`config.mk`:
```
export PLATFORM = sky130hd
export DESIGN_NAME = reg_dump_reader_flat
export DESIGN_NICKNAME = d
export VERILOG_FILES = /design/src/rtl/reg_dump_reader_if.sv /design/src/rtl/reg_dump_reader.sv /design/src/flat_wrapper.sv
export SDC_FILE = /design/constraint.sdc
export NUM_CORES = 1
export LEC_CHECK = 0
export ABC_AREA = 1
export CORE_MARGIN = 2
export CORE_UTILIZATION = 44
export CTS_CLUSTER_SIZE = 12
export DETAILED_ROUTE_END_ITERATION = 10
export PLACE_DENSITY = 0.8
export SYNTH_ARGS = -nofsm -noshare
export SYNTH_HDL_FRONTEND = slang
export SYNTH_SLANG_ARGS = --single-unit
export TNS_END_PERCENT = 5
```
`constraint.sdc`:
```
create_clock -name clk_i -period 2.4 [get_ports clk_i]
set_clock_uncertainty 0.1 [all_clocks]
set_input_delay 0.36 -clock clk_i [delete_from_list [all_inputs] [get_ports clk_i]]
set_output_delay 0.36 -clock clk_i [all_outputs]
set_load 0.01 [all_outputs]
```
`src/rtl/reg_dump_reader_if.sv`:
```
// Output stream of the register dump reader: one {address, data} word per
// valid/ready handshake.
interface reg_dump_reader_if #(
    parameter int unsigned REG_SIZE = 32,
    parameter int unsigned REGW     = 5
);
    logic                valid_o;
    logic                ready_i;
    logic [REGW-1:0]     addr_o;
    logic [REG_SIZE-1:0] data_o;

    modport master (output valid_o, output addr_o, output data_o, input ready_i);
    modport slave  (input valid_o, input addr_o, input data_o, output ready_i);
endinterface

```
`src/rtl/reg_dump_reader.sv`:
```
// Walks a wrapping range of register addresses through one combinational
// register-file read port and streams {address, data} words downstream.
module reg_dump_reader #(
    parameter int unsigned REG_SIZE   = 32,
    parameter int unsigned NO_OF_REGS = 32,
    parameter int unsigned REGW       = $clog2(NO_OF_REGS)
) (
    input  logic                clk_i,
    input  logic                rst_i,
    input  logic                start_i,
    input  logic                abort_i,
    input  logic [REGW-1:0]     first_i,
    input  logic [REGW-1:0]     last_i,
    output logic [REGW-1:0]     raddr_o,
    input  logic [REG_SIZE-1:0] rdata_i,
    output logic                busy_o,
    output logic                done_o,
    output logic                err_o,
    reg_dump_reader_if.master   out_if
);

    typedef enum logic [1:0] {
        S_IDLE  = 2'd0,
        S_FETCH = 2'd1,
        S_SEND  = 2'd2,
        S_DONE  = 2'd3
    } state_t;

    localparam logic [REGW-1:0] TOP_IDX = REGW'(NO_OF_REGS - 1);

    state_t              state_q;
    logic [REGW-1:0]     ptr_q;
    logic [REGW-1:0]     last_q;
    logic [REGW-1:0]     addr_q;
    logic [REG_SIZE-1:0] data_q;
    logic                valid_q;
    logic                busy_q;
    logic                done_q;
    logic                err_q;

    logic [REGW-1:0]     ptr_d;
    logic                at_last;
    logic                handshake;
    logic                advance;
    logic                range_bad;

    // Wrapping increment and the read-address steering for back-to-back words.
    always_comb begin
        ptr_d     = (ptr_q == TOP_IDX) ? '0 : ptr_q + REGW'(1);
        at_last   = (ptr_q == last_q);
        handshake = (state_q == S_SEND) && out_if.ready_i && !abort_i;
        advance   = handshake && !at_last;
        raddr_o   = advance ? ptr_d : ptr_q;
        range_bad = (32'(first_i) >= NO_OF_REGS) || (32'(last_i) >= NO_OF_REGS);
    end

    always_ff @(posedge clk_i or negedge rst_i) begin
        if (!rst_i) begin
            state_q <= S_IDLE;
            ptr_q   <= '0;
            last_q  <= '0;
            addr_q  <= '0;
            data_q  <= '0;
            valid_q <= 1'b0;
            busy_q  <= 1'b0;
            done_q  <= 1'b0;
            err_q   <= 1'b0;
        end else begin
            done_q <= 1'b0;
            err_q  <= 1'b0;
            unique case (state_q)
                S_IDLE: begin
                    if (start_i && !abort_i) begin
                        if (range_bad) begin
                            err_q <= 1'b1;
                        end else begin
                            ptr_q   <= first_i;
                            last_q  <= last_i;
                            busy_q  <= 1'b1;
                            state_q <= S_FETCH;
                        end
                    end
                end
                S_FETCH: begin
                    if (abort_i) begin
                        busy_q  <= 1'b0;
                        state_q <= S_IDLE;
                    end else begin
                        addr_q  <= ptr_q;
                        data_q  <= rdata_i;
                        valid_q <= 1'b1;
                        state_q <= S_SEND;
                    end
                end
                S_SEND: begin
                    // Abort wins over a same-cycle handshake: the word is dropped.
                    if (abort_i) begin
                        valid_q <= 1'b0;
                        busy_q  <= 1'b0;
                        state_q <= S_IDLE;
                    end else if (handshake) begin
                        if (at_last) begin
                            valid_q <= 1'b0;
                            busy_q  <= 1'b0;
                            done_q  <= 1'b1;
                            state_q <= S_DONE;
                        end else begin
                            ptr_q  <= ptr_d;
                            addr_q <= ptr_d;
                            data_q <= rdata_i;
                        end
                    end
                end
                S_DONE: begin
                    state_q <= S_IDLE;
                end
                default: begin
                    state_q <= S_IDLE;
                end
            endcase
        end
    end

    assign out_if.valid_o = valid_q;
    assign out_if.addr_o  = addr_q;
    assign out_if.data_o  = data_q;
    assign busy_o         = busy_q;
    assign done_o         = done_q;
    assign err_o          = err_q;

endmodule

```
`src/flat_wrapper.sv`:
```
// flat-port wrapper written by rule: the top's interface ports become plain ports
module reg_dump_reader_flat 
#(
    parameter int unsigned REG_SIZE   = 32,
    parameter int unsigned NO_OF_REGS = 32,
    parameter int unsigned REGW       = $clog2(NO_OF_REGS)
)
  (clk_i, rst_i, start_i, abort_i, first_i, last_i, raddr_o, rdata_i, busy_o, done_o, err_o, out_if_valid_o, out_if_addr_o, out_if_data_o, out_if_ready_i);
  reg_dump_reader_if #(.REG_SIZE(REG_SIZE), .REGW(REGW)) out_if_i ();
  input  logic clk_i;
  input  logic rst_i;
  input  logic start_i;
  input  logic abort_i;
  input  logic [REGW-1:0] first_i;
  input  logic [REGW-1:0] last_i;
  output logic [REGW-1:0] raddr_o;
  input  logic [REG_SIZE-1:0] rdata_i;
  output logic busy_o;
  output logic done_o;
  output logic err_o;
  output wire logic [$bits(out_if_i.valid_o)-1:0] out_if_valid_o;
  output wire logic [$bits(out_if_i.addr_o)-1:0] out_if_addr_o;
  output wire logic [$bits(out_if_i.data_o)-1:0] out_if_data_o;
  input wire logic [$bits(out_if_i.ready_i)-1:0] out_if_ready_i;
  assign out_if_valid_o = out_if_i.valid_o;
  assign out_if_addr_o = out_if_i.addr_o;
  assign out_if_data_o = out_if_i.data_o;
  assign out_if_i.ready_i = out_if_ready_i;
  reg_dump_reader #(.REG_SIZE(REG_SIZE), .NO_OF_REGS(NO_OF_REGS), .REGW(REGW)) u_core (.clk_i(clk_i), .rst_i(rst_i), .start_i(start_i), .abort_i(abort_i), .first_i(first_i), .last_i(last_i), .raddr_o(raddr_o), .rdata_i(rdata_i), .busy_o(busy_o), .done_o(done_o), .err_o(err_o), .out_if(out_if_i));
endmodule
```
==> results of run 1 <==
==> final timing paths <==
path	start	end	slack [ps]	cells after the start
min in group asynchronous	rst_i	u_core.out_if.data_o[18]	500	2
max reg2reg	u_core.ptr_q[2]	u_core.out_if.data_o[16]	410	11
max	u_core.ptr_q[2]	raddr_o[1]	80	9
max in group asynchronous	rst_i	u_core.out_if.data_o[15]	1140	3
min reg2reg	u_core.out_if.addr_o[0]	u_core.out_if.addr_o[0]	380	2
min	u_core.out_if.addr_o[0]	u_core.out_if.addr_o[0]	380	2
==> sequential cells by signal (all words and copies together), names as in the netlist <==
signal / cells
u_core.busy_o: 1
u_core.done_o: 1
u_core.last_q: 5
u_core.out_if.addr_o: 5
u_core.out_if.data_o: 32
u_core.out_if.valid_o: 1
u_core.ptr_q: 5
u_core.state_q: 2
==> cell families (layout without fill, tap and decap cells) <==
group	after synthesis	count (layout)	share of synthesized area, %
buffers and inverters	31	129	6.35
other	1	1	0.150
AO/OA/AOI/OAI	19	19	4.40
flip-flops	52	52	52.0
AND/OR/NAND/NOR	203	203	32.3
XOR/XNOR	1	1	0.350
adder cells (fa/ha/maj)	7	7	3.50
multiplexers	2	2	0.900
==> cell usage in the layout (no fill, tap or decap), drive strengths merged <==
cell type        n
a21boi           1
a21oi           10
buf              9
bufinv           1
clkbuf           8
clkdlybuf4s15    1
clkdlybuf4s50   85
clkinv           1
conb             1
dfrtp           52
dlygate4sd2      1
dlygate4sd3      1
dlymetal6s2s     1
ha               7
inv             21
mux2             2
nand2          173
nand3            5
nand4            5
nor2            19
nor3             1
o21ai            7
o22ai            1
xnor2            1
==> per-layer routing <==
| layer | vias up | wire length, um | GRT usage (%) |
|---|---|---|---|
| li1 | 1159 | - | - |
| met1 | 1065 | 2500 | 24.4 |
| met2 | 74 | 3030 | 34.7 |
| met3 | 9 | 299 | 3.62 |
| met4 | 0 | 99 | 6.90 |
| met5 | - | 0 | 0 |
==> worst max-delay path: cells and delay by family (launching register included) <==
family	cells	cell delay, ps
buf+inv	2	380
simple gates	6	550
compound gates	1	120
flops	1	510
==> what timing repair did <==
| item | 4_1_cts | 5_1_grt |
|---|---|---|
| gates resized for setup | 4 | 9 |
| hold buffers | 1 | 0 |
| endpoints found under the setup margin | 5 | 5 |
| buffers inserted | 0 | 0 |
| hold endpoints to repair | 25 | 0 |
==> final cells by class <==
| type | count | area, um2 |
|---|---|---|
| Clock buffer | 6 | 82.6 |
| Clock inverter | 2 | 38.8 |
| Fill cell | 445 | 1870 |
| Inverter | 21 | 78.8 |
| Multi-Input combinational cell | 233 | 1050 |
| Sequential cell | 52 | 1300 |
| Tap cell | 72 | 90.1 |
| Timing Repair Buffer | 100 | 992 |
==> power groups by stage <==
stage	registers (mW)	clock network, mW	logic, mW
2_1_floorplan	1.68	0	1.07
3_3_place_gp	1.52	0	2.23
3_5_place_dp	1.55	0	2.28
4_1_cts	1.53	0.640	2.27
5_1_grt	1.59	0.674	2.50
6_report	1.53	0.621	2.24
==> PnR_summary.wiki, run 1 <==
{| class="wikitable"
! Metric !! Value
|-
| Path type of the worst setup path || register to output pin
|-
| Post-synthesis to final-layout area growth || 45.2%
|-
| Pre-CTS setup slack || 13.4 ps
|-
| Post-synth EDFFs || 0
|-
| Crit path capture type || output pin
|-
| All-layer global routing usage || about a fifth
|-
| CP dominant cell by count || sky130_fd_sc_hd__nand2_1
|-
| Most used standard cells in the synthesized netlist || sky130_fd_sc_hd__nand2_1, sky130_fd_sc_hd__dfrtp_1, sky130_fd_sc_hd__inv_1, sky130_fd_sc_hd__nor2_1, sky130_fd_sc_hd__a21oi_1
|-
| Power density over the cells || roughly 1200 mW/mm2
|-
| Total count of hold-check failures in the final report || 0
|-
| Max-slew violation count || 0
|-
| Crit path largest cell delay || 510 ps
|-
| Fraction of final layout cells sized beyond drive strength 1 || between 7 and 8%
|-
| Number of failing setup endpoints in the final timing report || 0
|-
| Post-synthesis instance area || about 0.0025 mm2
|-
| Worst IR Drop VDD || 0.000549 V
|-
| Worst slack on hold paths || between 300 and 400 ps
|-
| Count of mapped cells out of synthesis || 316
|-
| Cell Chain, Critical Path || inv_2 -> nand2_1 -> nand2_1 -> nor2_2 -> nand3_2 -> nand2_4 -> nor2_1 -> a21oi_1 -> dlygate4sd2_1
|-
| Top post-synthesis cells by area || sky130_fd_sc_hd__dfrtp_1, sky130_fd_sc_hd__nand2_1, sky130_fd_sc_hd__ha_1, sky130_fd_sc_hd__inv_1, sky130_fd_sc_hd__nor2_1
|-
| IO Count || 93
|-
| Sinks on Clock Net || 52
|-
| Hold Crit Class || register to register
|-
| Psw || around 1.7 mW
|-
| Most common cell in the netlist || sky130_fd_sc_hd__nand2_1
|-
| Max FO, Critical Path || 11
|-
| Ys async rst share || 100%
|-
| DRC || 0
|-
| Transition time at the pin with the least slew margin || ~610 ps
|-
| Slew headroom || 59.5%
|-
| Post-layout util || between 60 and 70%
|-
| Total Routed Length || 5930 um
|-
| Antenna-violating nets left || 0
|-
| Average routed wire per standard cell || 12.2 um
|-
| Number of library cell types mapped by synthesis || 24
|-
| Prevailing post-synth register cell || sky130_fd_sc_hd__dfrtp_1
|-
| Later-pin clock latency in the skew report || 300 ps
|-
| Leftover overflow at the end of global routing || 0
|-
| Worst-path cell with the longest stage delay || sky130_fd_sc_hd__dfrtp_1
|-
| Internal power || 2.72 mW
|-
| Count of input and output buffers || between 90 and 100
|-
| Sequential cell area fraction in the yosys report || between 50 and 60%
|-
| Top achievable clock speed || 0.431 GHz
|-
| Antenna violations before repair || 0
|-
| Clock transition at the registers of the reported paths || 90 ps
|-
| Final WS setup || 77.2 ps
|-
| Total power || 4.40 mW
|-
| Area of the core || around 0.0055 mm2
|-
| Die X || 79.4 um
|-
| TritonCTS buffer count || 5
|-
| Nets in the synthesized netlist || 370
|-
| Largest area contributor in the netlist || sky130_fd_sc_hd__dfrtp_1
|-
| Portion of total power attributed to combinational logic || between 50% and 60%
|-
| Global-route wire length before repair || ~9900 um
|-
| Dpl cells || 477
|-
| TritonRoute pass-1 iters || 4
|-
| Standard-cell rows || 27
|-
| Die height || just under 80 um
|-
| Maximum number of pins on one net before global-route repair || 38
|-
| Portion of total power attributed to sequential cells || between 30% and 40%
|-
| Post-layout minimum cycle time || around 2300 ps
|-
| Nets@finish || 467
|-
| Full die area || 0.00631 mm2
|-
| Flip-flop and latch count after synthesis || 52
|-
| Root cell of the clock tree || sky130_fd_sc_hd__clkbuf_8
|-
| Synth warnings || 0
|-
| CP required || 1940 ps
|-
| Setup TNS || 0 ps
|-
| Number of global-route vias before repair || approximately 2,200
|-
| Final cycle utilization of the critical path || between 90% and 100%
|-
| Switching power as a share of total power || a little under two fifths
|-
| Mean Syn Cell Area || between 7 and 8 um2
|-
| Half-perimeter wire length after placement || 4460 um
|-
| Buffers from clock root to sink, at most || 2
|-
| Leakage power total || 1.88 nW
|-
| Proportion of netlist area held by the largest area contributor || 52.0%
|-
| Part of the total power dissipated in the clock network || ~14%
|-
| CP Data Arrival Time || 1860 ps
|-
| Vias per cell || around 4.7
|-
| Antenna cell count || 0
|-
| Initial core utilization || 45.4%
|-
| Total placed instance area || around 0.0035 mm2
|-
| Run status || finished, final reports clean
|-
| Post-route non-filler standard cell count || 486
|-
| Final weighted congestion in routability-driven placement || 0.870
|-
| CTS H-tree depth || 2
|-
| Kind of launch point of the worst setup path || register
|-
| Iteration-0 DRC count of the detailed router || 100
|-
| Final design area excluding fillers || 0.00363 mm2
|-
| Maximum Capacitance Violations || 0
|-
| Unrepaired setup endpoints after global routing || false
|-
| Total number of vias || 2,307
|-
| Clock tree from TritonCTS || built
|}
(Power assumes the default switching activity.)
==> run 2, diff against run 1 <==
- GPL_TIMING_DRIVEN: not set -> 0
==> PnR_summary.wiki, run 2 (same netlist as run 1, synthesis figures left out) <==
{| class="wikitable"
! Metric !! Value
|-
| Run status || finished, final reports clean
|-
| Maximum Capacitance Violations || 0
|-
| Average routed wire per standard cell || 12.9 um
|-
| Crit path capture type || output pin
|-
| Total count of hold-check failures in the final report || 0
|-
| Final design area excluding fillers || around 0.0037 mm2
|-
| Clock transition at the registers of the reported paths || 90 ps
|-
| Nets@finish || 477
|-
| Global routing usage on met1 || 24.4%
|-
| Post-synthesis to final-layout area growth || 47.6%
|-
| Sinks on Clock Net || 52
|-
| Max reg flops || 32
|-
| Later-pin clock latency in the skew report || 300 ps
|-
| Top achievable clock speed || 0.429 GHz
|-
| CP Launch Point || u_core.ptr_q[0]
|-
| TritonCTS buffer count || 5
|-
| Die X || 79.4 um
|-
| Pre-CTS setup slack || -314 ps
|-
| Antenna cell count || 0
|-
| Hold Crit Class || register to register
|-
| Post-layout minimum cycle time || 2330 ps
|-
| Half-perimeter wire length after placement || 4540 um
|-
| FILL cells || 434
|-
| Die height || 79.4 um
|-
| Antenna-violating nets left || 0
|-
| CTS H-tree depth || 2
|-
| Count of input and output buffers || just over 90
|-
| Vias per cell || ~4.7
|-
| Initial core utilization || between 40 and 50%
|-
| All-layer global routing usage || 20.1%
|-
| Power density over the cells || 1200 mW/mm2
|-
| Max-slew violation count || 0
|-
| Leakage power total || 1.90 nW
|-
| Final cycle utilization of the critical path || 97.1%
|-
| Busiest metal layer after global routing || met2
|-
| Crit path largest cell delay || 420 ps
|-
| Path type of the worst setup path || register to output pin
|-
| IO Count || 93
|-
| Area of combinational cells with multiple inputs || 0.00108 mm2
|-
| Fraction of final layout cells sized beyond drive strength 1 || about an eighth
|-
| Cell Chain, Critical Path || buf_4 -> nor2_1 -> nor2_1 -> nor2_2 -> nand3_2 -> nand2_8 -> nand2_1 -> o21ai_2 -> clkdlybuf4s15_2
|-
| Total Routed Length || approximately 6400 um
|-
| Total placed instance area || 0.00352 mm2
|-
| Worst IR Drop VDD || 0.000521 V
|-
| Leftover overflow at the end of global routing || 0
|-
| Number of global-route vias before repair || 2,269
|-
| Kind of launch point of the worst setup path || register
|-
| Number of failing setup endpoints in the final timing report || 0
|-
| Unrepaired setup endpoints after global routing || true
|-
| Total number of vias || 2,352
|-
| Buffers from clock root to sink, at most || 2
|-
| Most common cell after layout, fill and taps aside || sky130_fd_sc_hd__nand2_1
|-
| Maximum number of pins on one net before global-route repair || 35
|-
| CP Data Arrival Time || 1870 ps
|-
| Portion of total power attributed to sequential cells || approximately 35%
|-
| Highest-count cells in the layout ignoring fill and taps || sky130_fd_sc_hd__nand2_1, sky130_fd_sc_hd__clkdlybuf4s50_1, sky130_fd_sc_hd__dfrtp_1
|-
| Met2 track demand over resource || a little over a third
|-
| Worst-path cell with the longest stage delay || sky130_fd_sc_hd__dfrtp_2
|-
| Dpl cells || 480
|-
| Area of the core || ~0.0055 mm2
|-
| CP required || 1940 ps
|-
| Hold path start || u_core.out_if.data_o[2]
|-
| Total buffers and inverters traversed by the critical path || 2
|-
| CP dominant cell by count || sky130_fd_sc_hd__nor2_1
|-
| Psw || 1.74 mW
|-
| Register area || between 0.001 and 0.0015 mm2
|-
| Final WS setup || 68.5 ps
|-
| Origin of the critical flop-to-flop path || u_core.state_q[0]
|-
| Full die area || approximately 0.0063 mm2
|-
| Max FO, Critical Path || 14
|-
| TritonRoute pass-1 iters || 5
|-
| Met3 Use GR || 3.85%
|-
| Portion of total power attributed to combinational logic || 53.7%
|-
| Part of the total power dissipated in the clock network || 11.6%
|-
| Standard-cell rows || 27
|-
| Antenna violations before repair || 0
|-
| DRC || 0
|-
| Global-route wire length before repair || approximately 10000 um
|-
| Clock tree from TritonCTS || built
|-
| Top Family by Delay on Critical Path || simple AND/OR/NAND/NOR gates
|-
| Iteration-0 DRC count of the detailed router || approximately 110
|-
| Internal power || 2.69 mW
|-
| Switching power as a share of total power || 39.4%
|-
| Final weighted congestion in routability-driven placement || 0.783
|-
| Root cell of the clock tree || sky130_fd_sc_hd__clkbuf_8
|-
| Post-route non-filler standard cell count || around 500
|}
-- run 2: cell count changes in the layout (fill, tap and decap cells not counted), moves of 2 or more --
| cell | before | now |
|---|---|---|
| sky130_fd_sc_hd__buf_6 | 0 | 3 |
| sky130_fd_sc_hd__clkbuf_2 | 2 | 0 |
| sky130_fd_sc_hd__buf_2 | 1 | 5 |
| sky130_fd_sc_hd__buf_4 | 6 | 13 |
| sky130_fd_sc_hd__nor2_1 | 16 | 13 |
| sky130_fd_sc_hd__nor2_2 | 2 | 5 |
| sky130_fd_sc_hd__clkbuf_1 | 0 | 2 |
-- run 2: what timing repair did --
item / in CTS / in global routing
hold buffers: 1 / 0
buffers inserted: 5 / 3
endpoints found under the hold margin: 18 / 0
endpoints found under the setup margin: 5 / 5
resized for setup: 19 / 13
pin swaps: 1 / 3
-- run 2: power by group through the flow --
| stage | clock network (mW) | registers (mW) | logic [mW] |
|---|---|---|---|
| floorplan | 0 | 1.68 | 1.07 |
| global placement | 0 | 1.54 | 2.22 |
| detailed placement | 0 | 1.57 | 2.29 |
| CTS | 0.532 | 1.53 | 2.36 |
| global route | 0.568 | 1.58 | 2.63 |
| finish | 0.516 | 1.53 | 2.38 |
-- run 2: per-layer routing --
metal / vias up / share of wire [%]
met5: - / 0
met4: 0 / 1.9
met3: 10 / 5.5
met2: 78 / 51
met1: 1085 / 42
li1: 1179 / -
-- run 2: final timing paths --
check	slack, ps	cells past startpoint	to
hold reg to reg	390	2	u_core.out_if.data_o[2]
min in group asynchronous	430	2	u_core.out_if.data_o[22]
setup reg to reg	370	10	u_core.out_if.addr_o[3]
max in group asynchronous	1220	3	u_core.ptr_q[0]
hold / removal	390	2	u_core.out_if.data_o[2]
setup / recovery	70	9	raddr_o[3]
-- run 2: worst reg2reg max path, cell delays in order, from the launching register on --
cell,delay (ps)
sky130_fd_sc_hd__dfrtp_1,400
sky130_fd_sc_hd__inv_2,80
sky130_fd_sc_hd__ha_1,150
sky130_fd_sc_hd__buf_4,160
sky130_fd_sc_hd__nand2_2,100
sky130_fd_sc_hd__nor2_4,170
sky130_fd_sc_hd__nand2_8,120
sky130_fd_sc_hd__a21boi_4,300
sky130_fd_sc_hd__buf_4,240
sky130_fd_sc_hd__nand2_1,80
sky130_fd_sc_hd__nand2_1,70
-- run 2: through the flow --
stage / hold WS, ps / total power [mW] / TNS [ps] / util (%)
2_1_floorplan: -35.6 / 2.76 / 0 / -
3_3_place_gp: 361 / 3.76 / -36290 / 63.6
3_5_place_dp: 236 / 3.85 / -1270 / 63.9
4_1_cts: 388 / 4.42 / -12.6 / 66.5
5_1_grt: 412 / 4.78 / -31.3 / 67.1
6_report: 385 / 4.43 / 0 / 67.1
-- run 2: area by class of cell --
type,count,share of cell area (%)
Buffer,9,2.03
Clock buffer,7,2.34
Clock inverter,1,0.203
Inverter,21,2.13
Multi-Input combinational cell,233,29.1
Sequential cell,52,35.3
Tap cell,72,2.44
Timing Repair Buffer,101,26.5
